**config.mk**
```make
export PLATFORM = sky130hd
export DESIGN_NAME = code_verifier_flat
export DESIGN_NICKNAME = d
export VERILOG_FILES = /design/src/rtl/code_verifier_if.sv /design/src/rtl/code_verifier.sv /design/src/flat_wrapper.sv
export SDC_FILE = /design/constraint.sdc
export NUM_CORES = 1
export LEC_CHECK = 0
export CORE_MARGIN = 5
export CORE_UTILIZATION = 30
export DETAILED_ROUTE_END_ITERATION = 8
export PLACE_DENSITY = 0.61
export SYNTH_ARGS = -nofsm -noshare
export SYNTH_HDL_FRONTEND = slang
export SYNTH_SLANG_ARGS = --single-unit
```
**constraint.sdc**
```tcl
create_clock -name clk -period 2.5 [get_ports clk]
set_clock_uncertainty 0.2 [all_clocks]
set_input_delay 0.625 -clock clk [delete_from_list [all_inputs] [get_ports clk]]
set_output_delay 0.625 -clock clk [all_outputs]
set_load 0.01 [all_outputs]
```
**src/rtl/code_verifier_if.sv**
```systemverilog
// Keypad-side bundle for the code verifier: entry strobes in, verdict and status out.
// The master drives digits/code/clear; the slave (the verifier) returns registered status.
interface code_verifier_if #(
  parameter int DIGITS    = 4,
  parameter int DIGIT_W   = 4,
  parameter int MAX_TRIES = 3
);
  localparam int CW = $clog2(DIGITS + 1);
  localparam int AW = $clog2(MAX_TRIES + 1);

  logic                      digit_valid;
  logic [DIGIT_W-1:0]        digit;
  logic [DIGITS*DIGIT_W-1:0] code;
  logic                      clear;
  logic                      unlock;
  logic                      fail;
  logic                      locked_out;
  logic [AW-1:0]             attempts_left;
  logic [CW-1:0]             digit_count;

  modport master (
    output digit_valid, digit, code, clear,
    input  unlock, fail, locked_out, attempts_left, digit_count
  );

  modport slave (
    input  digit_valid, digit, code, clear,
    output unlock, fail, locked_out, attempts_left, digit_count
  );
endinterface

```
**src/rtl/code_verifier.sv**
```systemverilog
// Code-entry verifier: collects DIGITS digits, pulses unlock/fail one cycle after the last
// digit, and enters a timed lockout after MAX_TRIES consecutive wrong entries.
module code_verifier #(
  parameter int DIGITS         = 4,
  parameter int DIGIT_W        = 4,
  parameter int MAX_TRIES      = 3,
  parameter int LOCKOUT_CYCLES = 16
) (
  input  logic           clk,
  input  logic           rst,
  code_verifier_if.slave bus
);
  localparam int CW = $clog2(DIGITS + 1);
  localparam int AW = $clog2(MAX_TRIES + 1);
  localparam int LW = $clog2(LOCKOUT_CYCLES + 1);

  localparam logic [CW-1:0] LAST_IDX  = CW'(DIGITS - 1);
  localparam logic [AW-1:0] MAX_A     = AW'(MAX_TRIES);
  localparam logic [AW-1:0] ONE_A     = AW'(1);
  localparam logic [LW-1:0] LOCK_INIT = LW'(LOCKOUT_CYCLES);
  localparam logic [LW-1:0] ONE_L     = LW'(1);

  typedef enum logic {COLLECT, LOCKOUT} state_e;

  state_e        state_q, state_d;
  logic [CW-1:0] cnt_q, cnt_d;
  logic          mis_q, mis_d;
  logic          unlock_q, unlock_d;
  logic          fail_q, fail_d;
  logic          locked_q, locked_d;
  logic [AW-1:0] att_q, att_d;
  logic [LW-1:0] lock_q, lock_d;

  logic [DIGIT_W-1:0] slice;
  logic               mis_now;
  logic               last_digit;
  logic               accept;

  // Slice selection, running mismatch including the current digit, and "this digit completes".
  assign slice      = bus.code[int'(cnt_q)*DIGIT_W +: DIGIT_W];
  assign mis_now    = mis_q | (bus.digit != slice);
  assign last_digit = (cnt_q == LAST_IDX);
  assign accept     = (state_q == COLLECT) && bus.digit_valid && !bus.clear;

  // State register (all flops, including registered outputs).
  always_ff @(posedge clk or posedge rst) begin
    if (rst) begin
      state_q  <= COLLECT;
      cnt_q    <= '0;
      mis_q    <= 1'b0;
      unlock_q <= 1'b0;
      fail_q   <= 1'b0;
      locked_q <= 1'b0;
      att_q    <= MAX_A;
      lock_q   <= '0;
    end else begin
      // NOTE: non-blocking assignments so every flop samples the pre-edge values together.
      state_q  <= state_d;
      cnt_q    <= cnt_d;
      mis_q    <= mis_d;
      unlock_q <= unlock_d;
      fail_q   <= fail_d;
      locked_q <= locked_d;
      att_q    <= att_d;
      lock_q   <= lock_d;
    end
  end

  // Next-state logic.
  always_comb begin
    // NOTE: default first so no path through the case leaves state_d unassigned (no latch).
    state_d = state_q;
    unique case (state_q)
      COLLECT: if (accept && last_digit && mis_now && (att_q == ONE_A)) state_d = LOCKOUT;
      LOCKOUT: if (lock_q == ONE_L) state_d = COLLECT;
      default: state_d = COLLECT;
    endcase
  end

  // Datapath and registered-output next values.
  always_comb begin
    cnt_d    = cnt_q;
    mis_d    = mis_q;
    unlock_d = 1'b0;
    fail_d   = 1'b0;
    locked_d = locked_q;
    att_d    = att_q;
    lock_d   = lock_q;
    unique case (state_q)
      COLLECT: begin
        if (bus.clear) begin
          cnt_d = '0;
          mis_d = 1'b0;
        end else if (bus.digit_valid) begin
          if (last_digit) begin
            // Verdict covers the whole entry; the next entry may start on the very next cycle.
            cnt_d = '0;
            mis_d = 1'b0;
            if (mis_now) begin
              fail_d = 1'b1;
              att_d  = att_q - ONE_A;
              if (att_q == ONE_A) begin
                locked_d = 1'b1;
                lock_d   = LOCK_INIT;
              end
            end else begin
              unlock_d = 1'b1;
              att_d    = MAX_A;
            end
          end else begin
            cnt_d = cnt_q + 1'b1;
            mis_d = mis_now;
          end
        end
      end
      LOCKOUT: begin
        cnt_d  = '0;
        lock_d = lock_q - ONE_L;
        if (lock_q == ONE_L) begin
          locked_d = 1'b0;
          att_d    = MAX_A;
        end
      end
      default: begin
        cnt_d = '0;
        mis_d = 1'b0;
      end
    endcase
  end

  assign bus.unlock        = unlock_q;
  assign bus.fail          = fail_q;
  assign bus.locked_out    = locked_q;
  assign bus.attempts_left = att_q;
  assign bus.digit_count   = cnt_q;
endmodule
```
**src/flat_wrapper.sv**
```systemverilog
// flat-port wrapper written by rule: the top's interface ports become plain ports
module code_verifier_flat 
#(
  parameter int DIGITS         = 4,
  parameter int DIGIT_W        = 4,
  parameter int MAX_TRIES      = 3,
  parameter int LOCKOUT_CYCLES = 16
)
  (clk, rst, bus_digit_valid, bus_digit, bus_code, bus_clear, bus_unlock, bus_fail, bus_locked_out, bus_attempts_left, bus_digit_count);
  code_verifier_if #(.DIGITS(DIGITS), .DIGIT_W(DIGIT_W), .MAX_TRIES(MAX_TRIES)) bus_i ();
  input  logic clk;
  input  logic rst;
  input wire logic [$bits(bus_i.digit_valid)-1:0] bus_digit_valid;
  input wire logic [$bits(bus_i.digit)-1:0] bus_digit;
  input wire logic [$bits(bus_i.code)-1:0] bus_code;
  input wire logic [$bits(bus_i.clear)-1:0] bus_clear;
  output wire logic [$bits(bus_i.unlock)-1:0] bus_unlock;
  output wire logic [$bits(bus_i.fail)-1:0] bus_fail;
  output wire logic [$bits(bus_i.locked_out)-1:0] bus_locked_out;
  output wire logic [$bits(bus_i.attempts_left)-1:0] bus_attempts_left;
  output wire logic [$bits(bus_i.digit_count)-1:0] bus_digit_count;
  assign bus_i.digit_valid = bus_digit_valid;
  assign bus_i.digit = bus_digit;
  assign bus_i.code = bus_code;
  assign bus_i.clear = bus_clear;
  assign bus_unlock = bus_i.unlock;
  assign bus_fail = bus_i.fail;
  assign bus_locked_out = bus_i.locked_out;
  assign bus_attempts_left = bus_i.attempts_left;
  assign bus_digit_count = bus_i.digit_count;
  code_verifier #(.DIGITS(DIGITS), .DIGIT_W(DIGIT_W), .MAX_TRIES(MAX_TRIES), .LOCKOUT_CYCLES(LOCKOUT_CYCLES)) u_core (.clk(clk), .rst(rst), .bus(bus_i));
endmodule
```
**Word-level counts from Yosys, hierarchy flattened**

Index checks and enable logic that the tools add are counted.

- Multiplexer cells: 39
- Shifts and indexed selects: 1
- Bitwise operators: 2
- Add/sub/neg operators: 3
- Reductions and logical operators: 11
- Eq/ne operators: 11

Operators with widths:

| cell | count |
|---|---|
| 5-bit 2-to-1 mux | 5 |
| 1-bit 2-to-1 mux | 21 |
| 16-bit by 6-bit variable part select with 4-bit output | 1 |
| 2-bit 2-to-1 mux | 5 |
| 5-bit case mux with 2 select lines | 1 |
| 3-bit 2-to-1 mux | 3 |
| 2-bit != test, second input constant | 4 |
| 3-bit case mux with 2 select lines | 1 |
| 6-bit AND reduction | 1 |
| 5-bit by 1-bit == test with 1-bit output, second input constant | 1 |
| 1-bit logical AND | 5 |
| 5-bit AND reduction | 1 |
| 5-bit by 1-bit subtractor with 5-bit output, second input constant | 1 |
| 2-bit by 1-bit != test with 1-bit output, second input constant | 2 |
| 4-bit != test | 1 |
| 1-bit case mux with 2 select lines | 2 |
| 2-bit case mux with 2 select lines | 1 |
| 4-bit AND reduction | 1 |
| 3-bit by 1-bit adder with 3-bit output, second input constant | 1 |
| 3-bit by 2-bit == test with 1-bit output, second input constant | 1 |
| 3-bit != test, second input constant | 1 |
| 2-bit by 1-bit == test with 1-bit output, second input constant | 1 |
| 2-bit AND reduction | 1 |
| 2-bit nonzero test | 1 |
| other kinds (4) | 4 |

- Bits of input ports: 24
- Logic and storage cells: 75
- Register bits after elaboration: 15
- Output and inout port bits: 8

**Depth between registers and ports, before layout**

Gate-level depths: netlist of the first run.

- Depth after elaboration: 8
- Mapped depth: 7
- Depth with buffers taken out: 6

**Worst setup path after synthesis of the first run**

OpenSTA, ideal clock, no wires.

- Kind: input -> register
- Start point: in bus_code[14]
- End point: reg u_core.locked_q (netlist: u_core.bus.locked_out)
- Required time: 2.176 ns
- Setup time: 0.124 ns
- Path buffers: 1
- Setup slack: 0.137 ns
- Arrival: 2.039 ns
- Cell stages on the path: 6
- Cell sequence: mux4_2 -> xor2_1 -> o22a_1 -> a32o_1 -> buf_6 -> a211o_1

- Cells in the longest elaborated chain, start to end: 5

Ends and longest elaborated chain:

| element | RTL line | source |
|---|---|---|
| start, declared | flat_wrapper.sv:15 | `input wire logic [$bits(bus_i.code)-1:0] bus_code;` |
| 16-bit by 6-bit variable part select with 4-bit output | code_verifier.sv:40 | `assign slice = bus.code[int'(cnt_q)*DIGIT_W +: DIGIT_W];` |
| 4-bit != test | code_verifier.sv:41 | `assign mis_now = mis_q \| (bus.digit != slice);` |
| 1-bit bitwise OR | code_verifier.sv:41 |  |
| 2-bit by 1-bit != test with 1-bit output (no source line) | n/a |  |
| 6-bit AND reduction (no source line) | n/a |  |
| end signal, assigned | code_verifier.sv:63 | `locked_q <= locked_d;` |
| end, declared | code_verifier.sv:30 | `logic locked_q, locked_d;` |

Every way passes these cells.
A chain may end at the register's enable or synchronous reset.

**Final worst setup path of the first run**

- Start point: in bus_code[5]
- End point: reg u_core.lock_q[4]

- Cells in the longest elaborated chain, start to end: 5

Ends and longest elaborated chain:

| element | RTL line | source |
|---|---|---|
| 16-bit by 6-bit variable part select with 4-bit output | code_verifier.sv:40 |  |
| 4-bit != test | code_verifier.sv:41 |  |
| 1-bit bitwise OR | code_verifier.sv:41 |  |
| 2-bit by 1-bit != test with 1-bit output (no source line) | n/a |  |
| 5-bit AND reduction (no source line) | n/a |  |
| end signal, assigned | code_verifier.sv:65 | `lock_q <= lock_d;` |
| end, declared | code_verifier.sv:32 | `logic [LW-1:0] lock_q, lock_d;` |

Every way passes these cells.

==> results.md, run 1 <==
* Combinational family with the most area after synthesis: simple AND/OR/NAND/NOR gates
* Setup-failing EPs final at 0
* Initial Utilization at 30.9%
* WL final at 2660 um
* Placed cells at 181
* Buffers plus inverters on the worst setup path at 2
* Slew Limit Fails at 0
* HP Start: u_core.bus.attempts_left[0]
* CTS Buffer Depth at 2
* P per Cell Area at 672 nW/um^2
* Worst-Margin Slew at 0.567 ns
* Largest net degree at the start of global routing at 17
* Fmax at 408 MHz
* Area share of the largest cell type after synthesis at 31.6%
* Max cap viols at 0
* Vias in the first global route at 893
* Hold WC Path Type: reg -> reg
* Crit start category: input pin
* CTS tree: yes
* RR Startpoint: u_core.bus.digit_count[0]
* P&R area growth vs syn at 44.9%
* Critical path class: in -> reg
* Min-Delay Path Depth at 2
* R2R Setup Slk at 0.11 ns
* Number of flops mapped to enable cells by yosys at 0
* Simple-Gate Fraction of Synth Area at 18.7%
* Ys Warns at 0
* Row cnt at 21
* Starting DRT DRC Count at 51
* Synthesized area at 1030 sq um
* Slew Limit Headroom at 62.2%
* DRC viols at 0
* Status: finished, final reports clean
* Die Y at 68.6 um
* Final worst setup slack at 0.0463 ns
* Worst-path clk slew at 0.09 ns
* Critical Path Fanout Max at 5
* Nets@finish at 170
* Top routing layer in use: met4
* Clock sink count at 15
* H-tree Lvls at 1
* Syn avg cell area at 10.3 sq um
* Syn_nets at 128
* Hold Path End: u_core.bus.attempts_left[0]
* Post-synthesis sequential area ratio at 36.7%
* Synth unique cells at 38
* Total CTS buffers at 3
* Wl on met1 at 1150 um
* CP delay by family, top: compound AO/OA/AOI/OAI gates
* Unrepaired setup endpoints after global routing: no
* Total GRT Usage at 11.2%
* Min cycle time layout at 2.45 ns
* PortBufs at 31
* WL met3 at 256 um
* Antenna Nets Post-Route at 0
* FF-to-FF path depth at 6
* Synth top area cells: dfrtp_1 32%, dfstp_2 5.1%, mux4_1 5.1%
* CP required at 2.47 ns
* Die X at 68.6 um
* Total die area at 4710 sq um
* First-pass GRT wire length at 4070 um
* Peak supply drop at 0.485 mV
* Post-synthesis compound-gate area fraction at 18.3%
* CORE AREA at 3340 sq um
* ANT cells at 0
* I/O Pins at 32
* Critical Path Max Stage Delay at 0.48 ns
* Via/cell ratio at 5.06
* Ys flop type: dfrtp_1
* CP max stage cell: mux4_2
* Top-count cell post-synth: dfrtp_1
* Fin. Hold Viols at 0
* Ys async rst share at 100%
* Via count at 947
* Synth Area in XOR/XNOR at 4.25%
* Root buf cell: clkbuf_4
* Period utilization at 98.1%
* Grt total ovfl at 0
* Share of layout cells above drive strength 1 at 18.4%
* WP data arrival at 2.43 ns
* Mux cell area share after synthesis at 11.4%
* Met2 Routed Length at 1240 um
* LEAKAGE at 0.000700 uW
* Hold buffer count at cts at 0
* GP Congestion at 0.786
* Initial antenna violation count at 0
* Worst-path cell chain: clkdlybuf4s50_1 > mux4_2 > nand3b_1 > a32o_2 > buf_6 > a211o_1
* Post-synth top area cell: dfrtp_1
* Cells after Synth at 100
* Per-cell routed wire length at 14.2 um
* RR Endpoint: u_core.lock_q[4]
* Clock Latency Late Sink at 0.28 ns
* Crit end category: register
* Final std cells w/o fill at 187
* Post-Synth Adder-Cell Area at 4.85%
* FF+latch count, synth at 15
* Detail Placement HPWL at 2000 um
* Top post-synthesis cells by count: 13 x dfrtp_1, 8 x inv_1, 7 x nand2_1
* Drt first pass iters at 4
* Pre-CTS setup slack at -0.369 ns
-- worst reg2reg max path, cell delays in order (launching register included) --
cell	delay [ns]
dfrtp_2	0.47
mux4_2	0.56
xor2_1	0.18
o22a_1	0.16
a32o_2	0.29
buf_6	0.14
a211o_1	0.28
-- repair_timing --
item	4_1_cts	5_1_grt
endpoints found under the setup margin	8	10
pin swaps	6	6
setup buffers	2	0
resized for setup	14	10
cloned	0	0
-- metrics by stage --
step / util [%] / TNS [ns] / area (sq um) / total power (uW) / hold slack [ns]
CTS: 44.1 / 0 / 1470 / 1010 / 0.338
detailed placement: 42.8 / -3.61 / 1430 / 853 / 0.323
global placement: 42.8 / -3.48 / 1430 / 842 / 0.310
floorplan: - / 0 / 1030 / 684 / 0.285
finish: 44.8 / 0 / 1490 / 1000 / 0.333
global route: 44.8 / 0 / 1490 / 1080 / 0.364
-- registers in the layout, summed over array words and instances (netlist names) --
register	flops
u_core.lock_q	5
u_core.bus.digit_count	3
u_core.bus.attempts_left	2
u_core.bus.fail	1
u_core.bus.locked_out	1
u_core.bus.unlock	1
u_core.mis_q	1
u_core.state_q	1
-- cells by family (layout without fill, tap and decap cells) --
group                      after synthesis  in the layout
and+or+nand+nor                         35             35
AOI/OAI and AO/OA                       23             23
DFF                                     15             15
buffers and inverters                   12             53
muxes                                    6              6
xor gates and xnor gates                 5              5
adders and majority gates                4              4
-- cell type report --
| cell class | count | area (sq um) |
|---|---|---|
| flip-flops and latches | 15 | 379 |
| repair buffers | 41 | 404 |
| fillers | 340 | 1840 |
| well taps | 46 | 57.6 |
| clock inverters | 1 | 5.00 |
| inverters | 8 | 30.0 |
| multi-input cells | 73 | 596 |
| clock buffers | 3 | 22.5 |
-- power breakdown --
group          switching (uW)  internal [uW]  total [uW]  leakage [uW]
Clock                    79.2           59.3         138     0.0000177
Sequential                104            315         419      0.000183
Combinational             189            258         447      0.000499
-- placed cells by master, fill, tap and decap left out, types with 3 or more instances in the layout --
cell type        netlist  layout
clkbuf_4               0       3
nand2_1                7       7
o21ai_0                4       3
dlygate4sd2_1          0       8
buf_4                  0       7
a21oi_1                5       5
buf_6                  2       3
mux4_2                 2       4
xnor2_1                3       3
nand3b_1               3       3
inv_1                  8       8
ha_1                   4       4
clkdlybuf4s50_1        0      16
nor3_1                 4       4
dlymetal6s2s_1         0       7
nor2_1                 6       6
dfrtp_1               13      12
nor3b_1                3       3
-- worst max-delay path by stage --
stage / start / endpoint / slack (ns) / cells past startpoint
after floorplan: bus_code[14] / u_core.bus.locked_out / 0.14 / 6
after global placement: bus_code[14] / u_core.bus.attempts_left[1] / -0.34 / 7
after detailed placement: bus_code[14] / u_core.bus.attempts_left[1] / -0.37 / 7
after CTS: u_core.bus.digit_count[0] / u_core.lock_q[2] / 0.006 / 6
after global routing: bus_code[14] / u_core.lock_q[4] / 0.0007 / 8
final: bus_code[5] / u_core.lock_q[4] / 0.05 / 6
-- layer usage --
metal  GRT usage (%)  vias to the layer above
met3            1.94                        2
met4            2.23                        0
li1                -                      449
met1            14.5                      453
met5               0                        -
met2            19.4                       43
Power figures use the tool's default switching activity.
==> run 2, diff against run 1 <==
- SETUP_SLACK_MARGIN: not set -> 0.1
==> results.md, run 2 (same netlist as run 1, synthesis figures left out) <==
* Status: finished, final reports clean
* Hold WC Path Type: reg -> reg
* Initial Utilization at 30.9% (unchanged)
* Clock Latency Late Sink at 0.28 ns (about the same)
* Critical Path Fanout Max at 5 (unchanged)
* Hold buffer count at cts at 0 (unchanged)
* RR Startpoint: u_core.bus.digit_count[0]
* Biggest register: u_core.lock_q
* HP Start: u_core.bus.attempts_left[0]
* H-tree Lvls at 1 (unchanged)
* P per Cell Area at 678 nW/um^2 (+0.84%)
* Fin. Hold Viols at 0 (unchanged)
* Nets@finish at 172 (+1.2%)
* Clock sink count at 15 (unchanged)
* Slew Limit Headroom at 62.1% (-0.078 points)
* Via count at 943 (-0.42%)
* Drt first pass iters at 4 (unchanged)
* CTS Buffer Depth at 2 (unchanged)
* Starting DRT DRC Count at 33 (-35%)
* Total die area at 4710 sq um (unchanged)
* P&R area growth vs syn at 45.0% (about the same)
* Die Y at 68.6 um (unchanged)
* Worst-Margin Slew at 0.568 ns (+0.00117 ns)
* Min-Delay Path Depth at 2 (unchanged)
* Crit start category: input pin
* Die X at 68.6 um (unchanged)
* LEAKAGE at 0.000653 uW (-6.6%)
* WL final at 2640 um (-0.72%)
* Fmax at 419 MHz (+2.9%)
* FF-to-FF path depth at 6 (unchanged)
* Setup-failing EPs final at 0 (unchanged)
* Fillers at 337 (-0.88%)
* Via/cell ratio at 4.99 (-1.5%)
* Min cycle time layout at 2.38 ns (-0.0696 ns)
* WP data arrival at 2.35 ns (-0.08 ns)
* Unrepaired setup endpoints after global routing: yes
* Largest net degree at the start of global routing at 17 (unchanged)
* Max cap viols at 0 (unchanged)
* CP required at 2.47 ns (about the same)
* Slew Limit Fails at 0 (unchanged)
* I/O Pins at 32 (unchanged)
* Row cnt at 21 (unchanged)
* Share of layout cells above drive strength 1 at 20.3% (+1.8 points)
* GP Congestion at 0.786 (unchanged)
* Crit end category: register
* Root buf cell: clkbuf_4
* Per-cell routed wire length at 13.9 um (-1.8%)
* Critical path class: in -> reg
* DRC viols at 0 (unchanged)
* Initial antenna violation count at 0 (unchanged)
* Peak supply drop at 0.486 mV (+0.15%)
* Grt total ovfl at 0 (unchanged)
* Largest register FFs at 5 (unchanged)
* Detail Placement HPWL at 2000 um (unchanged)
* Most frequent cells in the layout: 15 x clkdlybuf4s50_1, 12 x dfrtp_1, 11 x dlygate4sd2_1
* Commonest non-fill, non-tap cell in the layout: clkdlybuf4s50_1
* RR Endpoint: u_core.bus.locked_out
* Total CTS buffers at 3 (unchanged)
* Antenna Nets Post-Route at 0 (unchanged)
* Hold Path End: u_core.bus.attempts_left[0]
* CORE AREA at 3340 sq um (unchanged)
* ANT cells at 0 (unchanged)
* PortBufs at 31 (unchanged)
* Fin util at 44.8% (about the same)
* Total GRT Usage at 11.2% (unchanged)
* Vias in the first global route at 893 (unchanged)
* Worst Hold Margin at 0.334 ns (+0.000867 ns)
* First-pass GRT wire length at 4070 um (unchanged)
* CTS tree: yes
* Worst-path clk slew at 0.09 ns (about the same)
* Period utilization at 95.4% (-2.8 points)
* R2R Setup Slk at 0.16 ns (+0.05 ns)
run 2: final cells by class:
type / count / area [sq um] / share of cell area [%]
multi-input cells: 73 / 603 / 40.3
repair buffers: 43 / 398 / 26.6
flip-flops and latches: 15 / 379 / 25.4
well taps: 46 / 57.6 / 3.85
inverters: 8 / 30.0 / 2.01
clock buffers: 3 / 22.5 / 1.51
clock inverters: 1 / 5.00 / 0.335
run 2: worst max path at each step:
stage / start / to / depth (start not counted)
3_3_place_gp: bus_code[14] / u_core.bus.attempts_left[1] / 7
3_5_place_dp: bus_code[14] / u_core.bus.attempts_left[1] / 7
5_1_grt: bus_code[10] / u_core.lock_q[4] / 7
4_1_cts: u_core.bus.digit_count[0] / u_core.lock_q[2] / 6
6_report: bus_code[10] / u_core.bus.locked_out / 7
2_1_floorplan: bus_code[14] / u_core.bus.locked_out / 6
run 2: layer usage:
| metal | vias up | GRT usage (%) | part of all wire, % |
|---|---|---|---|
| met5 | - | 0 | 0 |
| met4 | 0 | 2.23 | 0.38 |
| met3 | 2 | 1.94 | 8.4 |
| met2 | 32 | 19.4 | 46 |
| met1 | 456 | 14.5 | 45 |
| li1 | 453 | - | - |
run 2: what timing repair did:
item	4_1_cts	5_1_grt
resized for setup	28	2
endpoints found under the setup margin	12	7
pin swaps	6	4
setup buffers	2	2
run 2: metrics by stage:
stage                     setup TNS, ns  std cells  power (uW)  worst slack (ns)  instance area, sq um
after floorplan                       0        100         684             0.137                  1030
after global placement            -3.48        181         842            -0.341                  1430
after detailed placement          -3.61        181         853            -0.369                  1430
after CTS                             0        187        1010             0.101                  1470
after global routing                  0        189        1090            0.0685                  1500
final                                 0        189        1010             0.116                  1500
run 2: worst max-delay path, stage by stage:
cell and delay [ns]:
dlygate4sd2_1 0.22, mux4_2 0.48, xor2_1 0.16, o22a_1 0.18, a32o_2 0.29, buf_6 0.14, a211o_1 0.25
run 2: report_power, final:
group	switching, uW	internal, uW	leakage [uW]
Combinational	193	265	0.000453
Clock	79.2	59.3	0.0000177
Sequential	102	315	0.000183
Total	374	639	0.000653
==> variant 1 (config.mk and constraints of run 2) <==
`LOCKOUT_CYCLES` is set to 16 in 2 places; all go to 8.
--- a/src/rtl/code_verifier.sv
+++ b/src/rtl/code_verifier.sv
@@ -4,7 +4,7 @@
   parameter int DIGITS         = 4,
   parameter int DIGIT_W        = 4,
   parameter int MAX_TRIES      = 3,
-  parameter int LOCKOUT_CYCLES = 16
+  parameter int LOCKOUT_CYCLES = 8
 ) (
   input  logic           clk,
   input  logic           rst,
--- a/src/flat_wrapper.sv
+++ b/src/flat_wrapper.sv
@@ -4,7 +4,7 @@
   parameter int DIGITS         = 4,
   parameter int DIGIT_W        = 4,
   parameter int MAX_TRIES      = 3,
-  parameter int LOCKOUT_CYCLES = 16
+  parameter int LOCKOUT_CYCLES = 8
 )
   (clk, rst, bus_digit_valid, bus_digit, bus_code, bus_clear, bus_unlock, bus_fail, bus_locked_out, bus_attempts_left, bus_digit_count);
   code_verifier_if #(.DIGITS(DIGITS), .DIGIT_W(DIGIT_W), .MAX_TRIES(MAX_TRIES)) bus_i ();
Formal check against the unedited RTL: same outputs for any inputs over 10 cycles, from zero or initial values and one cycle with rst high; that may be too few to reach the edited logic, so the function may still have changed.
==> variant 1 against run 2 <==
Wire length fell by 18%. Core utilization rose by 2.6 points. Sequential cell count fell by 1. Critical path depth did not move. First-iteration DRC count fell by 3.0%. Global-route usage fell by 0.28 points. Synthesized area fell by 5.5%. Critical path type unchanged. Design area fell by 2.5%. Combinational power fell by 36%. Power fell by 23%. Worst setup slack improved by 0.012 ns. Hold slack got worse by 0.0022 ns.
==> variant 1: results (changes against run 2) <==
met2_wirelength_um: 1170  # -3.7%
vias_per_cell: 4.85  # -2.8%
sh_seq_area_pct: 24.3  # -1.1 points
layout_cells_sized_above_1_pct: 26.2  # +5.9 points
clockNetworkAreaShare_pct: 2.49  # +0.65 points
crit_path_max_incr_delay_ns: 0.51  # +0.03 ns
proportion_of_synthesized_chip_area_in_sequential_cells_pct: 36.2  # -0.45 points
power_leakage_nw: 0.651  # -0.34%
dr_wl_met3_um: 103  # -53%
post_synth_num_cell_types: 36  # -5.3%
clock_power_mw: 0.163  # +18%
largest_register_ff_count: 4  # -1
nNonClkBuffers: 41  # -4.7%
route.final.wire_length_um: 2160  # -18%
met2_layer_usage_reported_by_global_route_pct: 19.8  # +0.33 points
worstHoldStart: "u_core.lock_q[1]"
place_hpwl_um: 1810  # -9.4%
power.sequential.total_mw: 0.323  # -23%
synthTopCellsByCount: "sky130_fd_sc_hd__dfrtp_1, sky130_fd_sc_hd__inv_1, sky130_fd_sc_hd__nor3_1"
hold-worst-slack_ns: 0.332  # -0.00215 ns
count_of_flip_flops_and_latches: 14  # -1
first_iter_violations: 32  # -3.0%
grt_max_degree: 15  # -2
finalWorstPathRequiredPeriod_ns: 2.37  # -0.0125 ns
number_of_signal_net_inverters_in_the_final_layout: 9  # +1
xor_and_xnor_fraction_of_the_mapped_netlist_area_pct: 3.59  # -0.65 points
synth-adder-area-share_pct: 5.13  # +0.28 points
status: "completed"
timing.critical_path.fanout_max: 3  # -2
power.total_mw: 0.779  # -23%
worst_voltage_drop_across_the_vdd_grid_mv: 0.199  # -59%
synth_nets: 115  # -10%
std_cell_rows: 20  # -4.8%
buf_share_pct: 25.3  # -1.3 points
grt_first_pass_wirelength_um: 3730  # -8.3%
## variant 1: changes by cell type after synthesis, sizes merged, moves of 3 or more
| cell | delta |
|---|---|
| a21oi | -3 |
| a31oi | +3 |
| nand2 | -3 |
| nand3b | -3 |
| nor2 | -4 |
| nor3 | +3 |
| nor3b | -3 |
| nor4b | +3 |
| o21a | +3 |
## variant 1: worst paths after layout
check                                                 end  cells after the start
worst min register to register           u_core.lock_q[1]                      2
max in group asynchronous       u_core.bus.digit_count[0]                      2
min in group asynchronous               u_core.bus.unlock                      2
worst max-delay path                     u_core.lock_q[0]                      7
worst min-delay path                     u_core.lock_q[1]                      2
worst max register to register           u_core.lock_q[0]                      6
## variant 1: what timing repair did
item                       in CTS  in global routing
cloned                          0                  0
resized for setup              23                  0
setup endpoints to repair      10                  1
pin swaps                       9                  3
setup buffers                   2                  1
==> variant 2 (flow settings as in run 2) <==
Without the edit above. Make the reset (`rst`) synchronous in one clocked block.
--- a/src/rtl/code_verifier.sv
+++ b/src/rtl/code_verifier.sv
@@ -43,7 +43,7 @@
   assign accept     = (state_q == COLLECT) && bus.digit_valid && !bus.clear;
 
   // State register (all flops, including registered outputs).
-  always_ff @(posedge clk or posedge rst) begin
+  always_ff @(posedge clk) begin
     if (rst) begin
       state_q  <= COLLECT;
       cnt_q    <= '0;
Behaviour: differs if rst is asserted again (counterexample within 4 cycles, from zero or initial values and one cycle with rst high); with rst held inactive, the same outputs for 10 cycles.
==> variant 2 against run 2 <==
Global-route usage grew 1.8 points. Die area is 0.93% lower. Sequential cell count stayed put. Worst setup slack better by 0.033 ns. Design area increased by 2.9%. Synthesized area shrank 1.1%. Wire length increased by 8.1%. Critical path type unchanged. Critical endpoint is now u_core.lock_q[3].
Power is not compared: it rests on default switching activity, and its combinational part moved more than twofold at a synthesized area within 25%.
==> variant 2: results (changes against run 2) <==
status: "completed"
synth_nets: 138  # +7.8%
compound_cell_area_share_of_the_yosys_netlist_pct: 20.1  # +1.8 points
dr_wl_met3_um: 254  # +15%
wl_met1_um: 1300  # +9.5%
post_synth_num_cell_types: 44  # +16%
worst_hold_path.endpoint: "u_core.bus.attempts_left[0]"
xor_and_xnor_fraction_of_the_mapped_netlist_area_pct: 2.58  # -1.7 points
grt_usage_pct: 13.0  # +1.8 points
grt_first_pass_wirelength_um: 4620  # +14%
timing.critical_path.fanout_max: 6  # +1
min_delay_path_depth: 1  # -1
synthTopCellsByArea: "sky130_fd_sc_hd__dfxtp_1, sky130_fd_sc_hd__mux4_2, sky130_fd_sc_hd__ha_1"
grt_max_degree: 22  # +5
crit_path_launch: "bus_code[13]"
timing.max_slew.rel_slack_pct: 55.1  # -7.0 points
groute.layer.met1.usage_pct: 16.1  # +1.6 points
r2r.worst_path.cells: 7  # +1
crit_path_end: "u_core.lock_q[3]"
insertion_delay_ns: 0.28  # about the same
reg2reg_slack_ns: 0.19  # +0.03 ns
worst_r2r_endpoint: "u_core.lock_q[3]"
syn_avg_cell_area_sq_um: 9.27  # -10%
finalNonFillerCells: 202  # +6.9%
synthTopCellsByCount: "sky130_fd_sc_hd__dfxtp_1, sky130_fd_sc_hd__nor2_1, sky130_fd_sc_hd__inv_1"
met2_layer_usage_reported_by_global_route_pct: 22.4  # +3.0 points
layout.nets: 185  # +7.6%
proportion_of_synthesized_chip_area_in_sequential_cells_pct: 29.4  # -7.2 points
synth-async-reset-ratio_pct: 0  # -100 points
via_count_of_the_routed_design: 1038  # +10%
route.final.wire_length_um: 2850  # +8.1%
first_iter_violations: 26  # -21%
hold-worst-slack_ns: 0.322  # -0.0120 ns
max-clock-path-buffers: 2  # unchanged
worst_voltage_drop_across_the_vdd_grid_mv: 0.267
synth_flop_cell: "sky130_fd_sc_hd__dfxtp_1"
synth.area.mux_share_pct: 12.0  # +0.62 points
grt_util_met3_pct: 3.28  # +1.3 points
worstHoldStart: "u_core.bus.attempts_left[0]"
met2_wirelength_um: 1280  # +5.3%
r2r-start: "u_core.bus.digit_count[0]"
crit_path_max_incr_delay_ns: 0.50  # +0.02 ns
[variant 2: layout make-up]
| type | count | area, sq um |
|---|---|---|
| clock buffers | 4 | 26.3 |
| fillers | 343 | 1770 |
| inverters | 7 | 26.3 |
| multi-input cells | 83 | 697 |
| flip-flops and latches | 15 | 302 |
| well taps | 46 | 57.6 |
| repair buffers | 47 | 430 |
[variant 2: through the flow]
| step | area, sq um | worst slack, ns |
|---|---|---|
| 2_1_floorplan | 1020 | 0.203 |
| 3_3_place_gp | 1440 | -0.366 |
| 3_5_place_dp | 1440 | -0.420 |
| 4_1_cts | 1530 | 0.101 |
| 5_1_grt | 1540 | 0.0775 |
| 6_report | 1540 | 0.149 |
[variant 2: repair_timing]
action / CTS / global route
cloned: 1 / 0
resized for setup: 30 / 1
endpoints found under the setup margin: 12 / 3
setup buffers: 6 / 0
pin swaps: 9 / 5
